==> src/rtl/pipe_hazard_ctrl.sv <==
// Pipeline control for the 5-stage 8-bit CPU: RAW interlock by stalling,
// control-flow flushes, mid-cycle RF/LR write strobes and stall/flush stats.
module pipe_hazard_ctrl #(
    parameter int CNT_W = 16
) (
    input  logic             clk,
    input  logic             rst,
    input  logic [15:0]      id_ins,
    input  logic [15:0]      exe_ins,
    input  logic [15:0]      dm_ins,
    input  logic [15:0]      wb_ins,
    input  logic             exe_branch_taken,
    output logic             pc_we,
    output logic             pc_redirect,
    output logic             ifid_hold,
    output logic             ifid_bubble_en,
    output logic             idexe_bubble,
    output logic             rf_we,
    output logic             lr_we,
    output logic [1:0]       state,
    output logic [CNT_W-1:0] stall_cnt,
    output logic [CNT_W-1:0] flush_cnt
);

    typedef enum logic [1:0] {
        RUN   = 2'd0,
        STALL = 2'd1,
        FLUSH = 2'd2
    } state_t;

    state_t cur, nxt;

    logic [3:0] id_op, exe_op, dm_op;
    logic [1:0] id_rd, id_rs1, id_rs2, exe_rd, dm_rd;
    logic       exe_w, dm_w, hazard, redirect;
    logic       wb_wr_q, call_q;
    logic [15:0] wb_unused;

    function automatic logic writes_rd(input logic [3:0] op);
        return (op >= 4'h1) && (op <= 4'h8);
    endfunction

    function automatic logic hit(
        input logic [1:0] r,
        input logic       ew,
        input logic [1:0] erd,
        input logic       dw,
        input logic [1:0] drd
    );
        return (ew && (erd == r)) || (dw && (drd == r));
    endfunction

    assign id_op  = id_ins[15:12];
    assign id_rd  = id_ins[11:10];
    assign id_rs1 = id_ins[9:8];
    assign id_rs2 = id_ins[7:6];
    assign exe_op = exe_ins[15:12];
    assign exe_rd = exe_ins[11:10];
    assign dm_op  = dm_ins[15:12];
    assign dm_rd  = dm_ins[11:10];
    assign exe_w  = writes_rd(exe_op);
    assign dm_w   = writes_rd(dm_op);
    // WB writers complete before ID reads, so wb_ins never interlocks.
    assign wb_unused = wb_ins;

    // Detect RAW hazards of the ID reader against EXE/DM writers and redirects.
    always_comb begin
        hazard   = 1'b0;
        redirect = 1'b0;
        unique case (1'b1)
            (id_op >= 4'h1) && (id_op <= 4'h7):
                hazard = hit(id_rs1, exe_w, exe_rd, dm_w, dm_rd)
                       | hit(id_rs2, exe_w, exe_rd, dm_w, dm_rd);
            id_op == 4'h8:
                hazard = hit(id_rs1, exe_w, exe_rd, dm_w, dm_rd);
            (id_op == 4'h9) || (id_op == 4'hA):
                hazard = hit(id_rs1, exe_w, exe_rd, dm_w, dm_rd)
                       | hit(id_rd, exe_w, exe_rd, dm_w, dm_rd);
            default: hazard = 1'b0;
        endcase
        redirect = (exe_op == 4'hB) || (exe_op == 4'hC) || (exe_op == 4'hD)
                 || ((exe_op == 4'hA) && exe_branch_taken);
    end

    // Drive pipeline controls; a redirect wins since ID is wrong-path.
    always_comb begin
        pc_we          = 1'b0;
        pc_redirect    = 1'b0;
        ifid_hold      = 1'b0;
        ifid_bubble_en = 1'b0;
        idexe_bubble   = 1'b0;
        if (!rst) begin
            pc_we          = redirect || !hazard;
            pc_redirect    = redirect;
            ifid_hold      = hazard && !redirect;
            ifid_bubble_en = redirect;
            idexe_bubble   = redirect || hazard;
        end
    end

    // Next-state: record this cycle's classification.
    always_comb begin
        nxt = cur;
        unique case (cur)
            RUN:     nxt = redirect ? FLUSH : (hazard ? STALL : RUN);
            STALL:   nxt = redirect ? FLUSH : (hazard ? STALL : RUN);
            FLUSH:   nxt = redirect ? FLUSH : (hazard ? STALL : RUN);
            default: nxt = RUN;
        endcase
    end

    // State register.
    always_ff @(posedge clk or posedge rst) begin
        if (rst) cur <= RUN;
        else     cur <= nxt;
    end

    assign state = cur;

    // Remember writers entering WB and CALLs entering DM for the strobes.
    always_ff @(posedge clk or posedge rst) begin
        if (rst) begin
            wb_wr_q <= 1'b0;
            call_q  <= 1'b0;
        end else begin
            wb_wr_q <= dm_w;
            call_q  <= (exe_op == 4'hC);
        end
    end

    // Strobes rise at mid-cycle, so back-to-back writers give distinct edges.
    assign rf_we = wb_wr_q & ~clk;
    assign lr_we = call_q & ~clk;

    // Saturating statistics counters.
    always_ff @(posedge clk or posedge rst) begin
        if (rst) begin
            stall_cnt <= '0;
            flush_cnt <= '0;
        end else begin
            if (hazard && !redirect && (stall_cnt != '1))
                stall_cnt <= stall_cnt + 1'b1;
            if (redirect && (flush_cnt != '1))
                flush_cnt <= flush_cnt + 1'b1;
        end
    end

endmodule
==> config.mk <==
export PLATFORM = sky130hd
export DESIGN_NAME = pipe_hazard_ctrl
export DESIGN_NICKNAME = d
export VERILOG_FILES = /design/src/rtl/pipe_hazard_ctrl.sv
export SDC_FILE = /design/constraint.sdc
export NUM_CORES = 1
export LEC_CHECK = 0
export CAP_MARGIN = 15
export CORE_MARGIN = 1.5
export CORE_UTILIZATION = 38
export CTS_CLUSTER_DIAMETER = 30
export DETAILED_ROUTE_END_ITERATION = 16
export MAX_ROUTING_LAYER = met4
export PLACE_DENSITY = 0.8
export SLEW_MARGIN = 15
export SYNTH_ARGS = -nofsm -noshare
export SYNTH_HDL_FRONTEND = slang
export SYNTH_SLANG_ARGS = --single-unit
==> constraint.sdc <==
create_clock -name clk -period 2.64 [get_ports clk]
set_input_delay 0.528 -clock clk [delete_from_list [all_inputs] [get_ports clk]]
set_output_delay 0.528 -clock clk [all_outputs]
set_load 0.1 [all_outputs]
==> metrics.md, run 1 <==
| Metric | Value |
|---|---|
| Initial DRC count | 73 |
| Max layer used | met4 |
| Die width | 73.8 µm |
| Main combinational cell family by area after synthesis | simple AND/OR/NAND/NOR gates |
| Setup crit end kind | output pin |
| Worst Path Required | 2.11 ns |
| Routability cong. | 0.822 |
| Number of max-cap violations | 0 |
| Failing checks | setup timing |
| Remaining DRCs | 0 |
| CTS tree | yes |
| First-pass GRT wire length | 7.33 mm |
| Pins over their slew limit | 0 |
| Hold_ws | 0.473 ns |
| Period utilization | 102% |
| Unrepaired setup endpoints after global routing | true |
| Post-route cell area | 2880 µm² |
| Core area | 4790 µm² |
| Minimum clock period | 2.68 ns |
| Syn nets | 256 |
| Worst Skew | 0.00606 ns |
| Simple-gate share of the synthesized area | 23.3% |
| CP Max Fanout | 3 |
| Final ANT Viol Nets | 0 |
| Detailed Routing Iterations Pass 1 | 4 |
| Power per cell area | 900 nW/µm² |
| Pleak | 1.34 nW |
| Compound-cell area share of the yosys netlist | 4.86% |
| Max VDD drop | 0.518 mV |
| Chip height | 73.8 µm |
| Initial core utilization | 39.8% |
| Metal-1 WL | 1.90 mm |
| Yosys reg bits | 36 |
| Data arrival, critical path | 2.15 ns |
| Post-DR wirelength/cell | 13.3 µm |
| Max_slew headroom | 59.9% |
| Fmax | 0.373 GHz |
| Syn. warnings | 0 |
| Clock-pin transition on the worst setup and hold timing paths | 0.08 ns |
| Worst Hold End | state[1] |
| Worst path slowest cell | nor4_1 |
| Min-delay worst type | reg -> reg |
| Tot GR Track Use | 18.4% |
| Synth Area in XOR/XNOR | 19.8% |
| Worst reg2reg endpoint | flush_cnt[15] |
| Critical setup path kind | in -> out |
| Outcome | finished with violations |
| Nets | 341 |
| Final setup fails | 1 |
| Mapped Cells | 187 |
| Initial antenna violation count | 0 |
| Worst R2R Start | flush_cnt[5] |
| Port Buffers | 65 |
| Most common cell after layout, fill and taps aside | buf_4 |
| Fill cells | 417 |
| Number of flops mapped to enable cells by yosys | 0 |
| Final Hold Viols | 0 |
| Synthesis-to-layout area growth | 51.4% |
| Largest net degree at the start of global routing | 37 |
| Setup TNS | -0.0410 ns |
| Layout cells sized above 1 | 31.5% |
| Place WS | -0.398 ns |
| Hold Crit Depth | 1 |
| ANT cells | 0 |
| Vias in the first global route | 1687 |
| Flop-to-flop setup slack | 0.70 ns |
| Clk_lat worst skew | 0.39 ns |
| Die area | 5440 µm² |
| Crit path cell chain | dlygate4sd2_1 -> xor2_1 -> nor4_1 -> o31ai_2 -> a21boi_4 -> and2_4 -> buf_12 |
| Worst setup margin | -0.0410 ns |
| Routed wl met2 | 2.24 mm |
| Worst slew pin tran | 0.597 ns |
| Post-detail-place hpwl | 3.23 mm |
| Cell variety after synth | 33 |
| Hold Startpoint | state[0] |
| Multiplexer share of the synthesized area | 1.71% |
| Top-Level Pins | 108 |
| Critical Path Start Type | input port |
| Cell Rows | 25 |
| DR WL met3 | 295 µm |
| Area post-placement | 2700 µm² |
| Sequential cell area fraction in the yosys report | 47.3% |
| Cell area after synthesis | 1900 µm² |
| Post-synthesis async set-or-reset flop share | 100% |
| Max stage delay on crit path | 0.42 ns |
| Synth Area in Adders | 1.31% |
| Worst R2R Path Depth | 6 |
| Prevailing post-synth register cell | dfrtp_1 |
| Most frequent cells in the layout | buf_4, dfrtp_1, xnor2_1, xor2_1, nand3_1 |
| Synthesized area per cell | 10.2 µm² |
| GRT Residual Overflow | 0 |
| Total routed wirelength | 4.54 mm |
| Vias/cell | 5.06 |
| Total number of vias | 1720 |
[worst max-delay path by stage]
| stage | from | to |
|---|---|---|
| 2_1_floorplan | exe_ins[14] | pc_redirect |
| 3_3_place_gp | clk | lr_we |
| 3_5_place_dp | clk | lr_we |
| 4_1_cts | clk | rf_we |
| 5_1_grt | dm_ins[10] | ifid_hold |
| 6_report | dm_ins[10] | ifid_hold |
[per-layer routing]
| metal | vias up | GRT usage, % |
|---|---|---|
| met5 | - | - |
| li1 | 823 | - |
| met4 | 0 | 10.1 |
| met1 | 821 | 21.1 |
| met2 | 67 | 28.1 |
| met3 | 9 | 6.31 |
[power by group]
group | leakage, nW | total, mW | switching [mW] | internal, mW
registers | 0.473 | 0.744 | 0.104 | 0.640
logic | 0.767 | 1.17 | 0.875 | 0.291
clock network | 0.100 | 0.685 | 0.329 | 0.356
[sequential cells by signal, summed over array words and instances, names as in the netlist]
register   flops
call_q         1
flush_cnt     16
wb_wr_q        1
state          2
stall_cnt     16
[repair_timing]
action | 4_1_cts | 5_1_grt
endpoints found under the setup margin | 5 | 5
pin swaps | 7 | 7
hold buffers | 0 | 0
buffers inserted | 0 | 1
gates resized for setup | 32 | 5
[worst max-delay path, delay by kind of cell]
family,cells,cell delay [ns]
AOI/OAI and AO/OA,2,0.39
and+or+nand+nor,2,0.60
xor gates and xnor gates,1,0.18
buffers and inverters,2,0.44
[synthesized netlist by cell type (2+ instances only)]
cell | number | share of area, %
nor2_1 | 15 | 3.0
o31ai_1 | 2 | 0.79
xor2_1 | 19 | 8.7
nor4_1 | 5 | 1.6
ha_1 | 2 | 1.3
inv_1 | 4 | 0.79
a21boi_0 | 2 | 0.79
xnor2_1 | 24 | 11
nor3_1 | 8 | 2.1
nand2b_1 | 3 | 0.99
a31oi_1 | 2 | 0.66
dfrtp_1 | 36 | 47
a21oi_1 | 2 | 0.53
mux2_2 | 2 | 1.2
and4_1 | 2 | 0.92
nand2_1 | 11 | 2.2
nor2b_1 | 2 | 0.66
nand4_1 | 10 | 3.3
nand3_1 | 15 | 3.9
and3_1 | 7 | 2.3
and2_1 | 2 | 0.66
[cell families (layout without fill, tap and decap cells)]
group | count (synthesis) | count (layout)
AO/OA/AOI/OAI | 13 | 13
multiplexers | 3 | 3
XOR/XNOR | 43 | 43
AND/OR/NAND/NOR | 84 | 84
adder cells (fa/ha/maj) | 2 | 2
flip-flops | 36 | 36
buffers and inverters | 6 | 92
[area by class of cell]
type | instances | area [µm²] | share of cell area (%)
clock buffer | 12 | 148 | 5.12
tap | 67 | 83.8 | 2.91
clock inverter | 2 | 10.0 | 0.347
inverter | 4 | 15.0 | 0.521
sequential | 36 | 901 | 31.2
multi-input combinational | 145 | 1060 | 36.8
timing repair buffer | 74 | 666 | 23.1
[per-stage QoR]
| stage | total power, mW | util [%] | instances |
|---|---|---|---|
| finish | 2.60 | 60.3 | 340 |
| global route | 2.70 | 60.3 | 340 |
| CTS | 2.61 | 59.8 | 340 |
| detailed placement | 2.02 | 56.3 | 328 |
| global placement | 2.00 | 56.3 | 328 |
| floorplan | 1.70 | - | 187 |
Power figures use the tool's default switching activity.
==> inputs of run 2 (changes only) <==
--- a/config.mk
+++ b/config.mk
@@ -8,10 +8,9 @@
 export CAP_MARGIN = 15
 export CORE_MARGIN = 1.5
 export CORE_UTILIZATION = 38
-export CTS_CLUSTER_DIAMETER = 30
 export DETAILED_ROUTE_END_ITERATION = 16
 export MAX_ROUTING_LAYER = met4
-export PLACE_DENSITY = 0.8
+export PLACE_DENSITY = 0.77
 export SLEW_MARGIN = 15
 export SYNTH_ARGS = -nofsm -noshare
 export SYNTH_HDL_FRONTEND = slang
==> metrics.md, run 2 (synthesis results as in run 1) <==
| Metric | Value |
|---|---|
| Nets | 347 (was 341) |
| Chip height | 73.8 µm (unchanged) |
| Data arrival, critical path | 2.09 ns (was 2.15 ns) |
| Fill cells | 386 (was 417) |
| Worst slew pin tran | 0.578 ns (was 0.597 ns) |
| Flop-to-flop setup slack | 0.72 ns (was 0.70 ns) |
| Hold_ws | 0.377 ns (was 0.473 ns) |
| Worst path slowest cell | buf_2 (was nor4_1) |
| Sequential power share | 25.8% (was 28.7%) |
| Levels on crit path | 4 (was 7) |
| Hold Startpoint | exe_ins[12] (was state[0]) |
| Vias in the first global route | 1779 (was 1687) |
| Outcome | complete, no violations (was finished with violations) |
| Fmax | 0.382 GHz (was 0.373 GHz) |
| Tot GR Track Use | 19.1% (was 18.4%) |
| CP top delay family | buffers and inverters (was simple AND/OR/NAND/NOR gates) |
| M1 GR Usage | 21.4% (was 21.1%) |
| Clock share of power | 33.1% (was 26.4%) |
| Int Power | 1.56 mW (was 1.29 mW) |
| Comb pwr share | 41.1% (was 44.9%) |
| CP Max Fanout | 2 (was 3) |
| Max VDD drop | 0.691 mV (was 0.518 mV) |
| Period utilization | 99.1% (was 102%) |
| Worst reg2reg endpoint | flush_cnt[15] (unchanged) |
| Critical Path Start Type | clock port (was input port) |
| Worst Hold End | call_q (was state[1]) |
| Worst R2R Path Depth | 6 (unchanged) |
| Layout cells sized above 1 | 36.2% (was 31.5%) |
| Worst Skew | 0.00256 ns (was 0.00606 ns) |
| Max stage delay on crit path | 0.43 ns (was 0.42 ns) |
| Crit path cell chain | clkbuf_8 -> clkbuf_8 -> nor2b_4 -> buf_2 (was dlygate4sd2_1 -> xor2_1 -> nor4_1 -> o31ai_2 -> a21boi_4 -> and2_4 -> buf_12) |
| Initial antenna violation count | 0 (unchanged) |
| Die area | 5440 µm² (unchanged) |
| Sw frac | 45.7% (was 50.4%) |
| Hold Crit Depth | 2 (was 1) |
| Hold-fix buffers, CTS | 0 (unchanged) |
| Util after Layout | 64.3% (was 60.3%) |
| Largest net degree at the start of global routing | 37 (unchanged) |
| Met2 Use GR | 28.7% (was 28.1%) |
| Max_slew headroom | 61.2% (was 59.9%) |
| Remaining DRCs | 0 (unchanged) |
| Initial DRC count | 70 (was 73) |
| Min-delay worst type | in -> reg (was reg -> reg) |
| Number of max-cap violations | 0 (unchanged) |
| Detailed Routing Iterations Pass 1 | 4 (unchanged) |
| Critical setup path kind | clk -> out (was in -> out) |
| Most frequent cells in the layout | buf_4, dfrtp_1, xnor2_1, xor2_1, nand3_1 (unchanged) |
| First-pass GRT wire length | 7.59 mm (was 7.33 mm) |
| Die width | 73.8 µm (unchanged) |
| Vias/cell | 5.08 (was 5.06) |
| Post-detail-place hpwl | 3.17 mm (was 3.23 mm) |
| Final ANT Viol Nets | 0 (unchanged) |
| Pins over their slew limit | 0 (unchanged) |
| Clk_lat worst skew | 0.39 ns (about the same) |
| Setup crit end kind | output pin (unchanged) |
| Initial core utilization | 39.8% (unchanged) |
| Global-route layer with the greatest usage | met2 (unchanged) |
| Worst Path Required | 2.11 ns (about the same) |
| Port Buffers | 65 (unchanged) |
| Routability cong. | 0.800 (was 0.822) |
| CP bufs+invs | 3 (was 2) |
| Total routed wirelength | 4.58 mm (was 4.54 mm) |
| GR Util met3 | 6.31% (unchanged) |
| Core area | 4790 µm² (unchanged) |
| Power per cell area | 937 nW/µm² (was 900 nW/µm²) |
| CTS tree | yes (unchanged) |
| Most frequent CP cell | clkbuf_8 |
| Final setup fails | 0 (was 1) |
| Minimum clock period | 2.62 ns (was 2.68 ns) |
| Cell Rows | 25 (unchanged) |
| Total number of vias | 1759 (was 1720) |
| GRT Residual Overflow | 0 (unchanged) |
| ANT cells | 0 (unchanged) |
| Final Hold Viols | 0 (unchanged) |
| Post-DR wirelength/cell | 13.2 µm (was 13.3 µm) |
| Synthesis-to-layout area growth | 61.5% (was 51.4%) |
| Top-Level Pins | 108 (unchanged) |
| Worst R2R Start | flush_cnt[4] (was flush_cnt[5]) |
| Pleak | 1.48 nW (was 1.34 nW) |
| Sw power | 1.32 mW (was 1.31 mW) |
| Clock-pin transition on the worst setup and hold timing paths | 0.07 ns (was 0.08 ns) |
| Most common cell after layout, fill and taps aside | buf_4 (unchanged) |
[run 2: cell type report]
cell class	instances	area, µm²	area share [%]
multi-input cells	145	1130	36.9
flip-flops and latches	36	901	29.3
repair buffers	80	717	23.3
clock buffers	11	134	4.35
clock inverters	3	90.1	2.93
well taps	67	83.8	2.73
inverters	4	15.0	0.488
[run 2: power by group through the flow]
stage	clock network, mW	registers (mW)	logic [mW]
floorplan	0.0878	1.36	0.246
CTS	0.969	0.745	1.17
global route	1.00	0.762	1.24
detailed placement	0.105	0.756	1.15
global placement	0.105	0.752	1.14
finish	0.956	0.743	1.18
[run 2: worst max-delay path by stage]
stage               slack, ns        start           to
floorplan               -0.22  exe_ins[14]  pc_redirect
global placement        -0.40          clk        rf_we
detailed placement      -0.40          clk        lr_we
CTS                     0.007  exe_ins[14]  pc_redirect
global route            -0.04    id_ins[7]        pc_we
finish                   0.02          clk        rf_we
[run 2: metal layers]
| layer | vias up | wire length, µm |
|---|---|---|
| met2 | 71 | 2290 |
| li1 | 829 | - |
| met1 | 847 | 1890 |
| met3 | 12 | 285 |
| met5 | - | 0 |
| met4 | 0 | 115 |
[run 2: repair_timing]
| item | CTS | global route |
|---|---|---|
| resized for setup | 36 | 33 |
| pin swaps | 9 | 11 |
| setup buffers | 5 | 1 |
| setup endpoints to repair | 5 | 5 |
[run 2: worst register-to-register path: stages, from the launching register on]
cell and delay, ns:
dfrtp_1 0.41, and4_1 0.31, nand4_1 0.24, nor2_1 0.27, a21o_1 0.31, nor3_1 0.09, xor2_1 0.15
[run 2: stage by stage]
step	setup TNS, ns	area [µm²]	total power [mW]	std cells	setup slack (ns)
finish	0	3080	2.88	346	0.0228
global route	-0.0733	3080	3.00	346	-0.0368
CTS	0	3000	2.89	345	0.00710
detailed placement	-1.35	2700	2.01	328	-0.398
global placement	-1.16	2700	2.00	328	-0.398
floorplan	-0.223	1930	1.70	187	-0.223
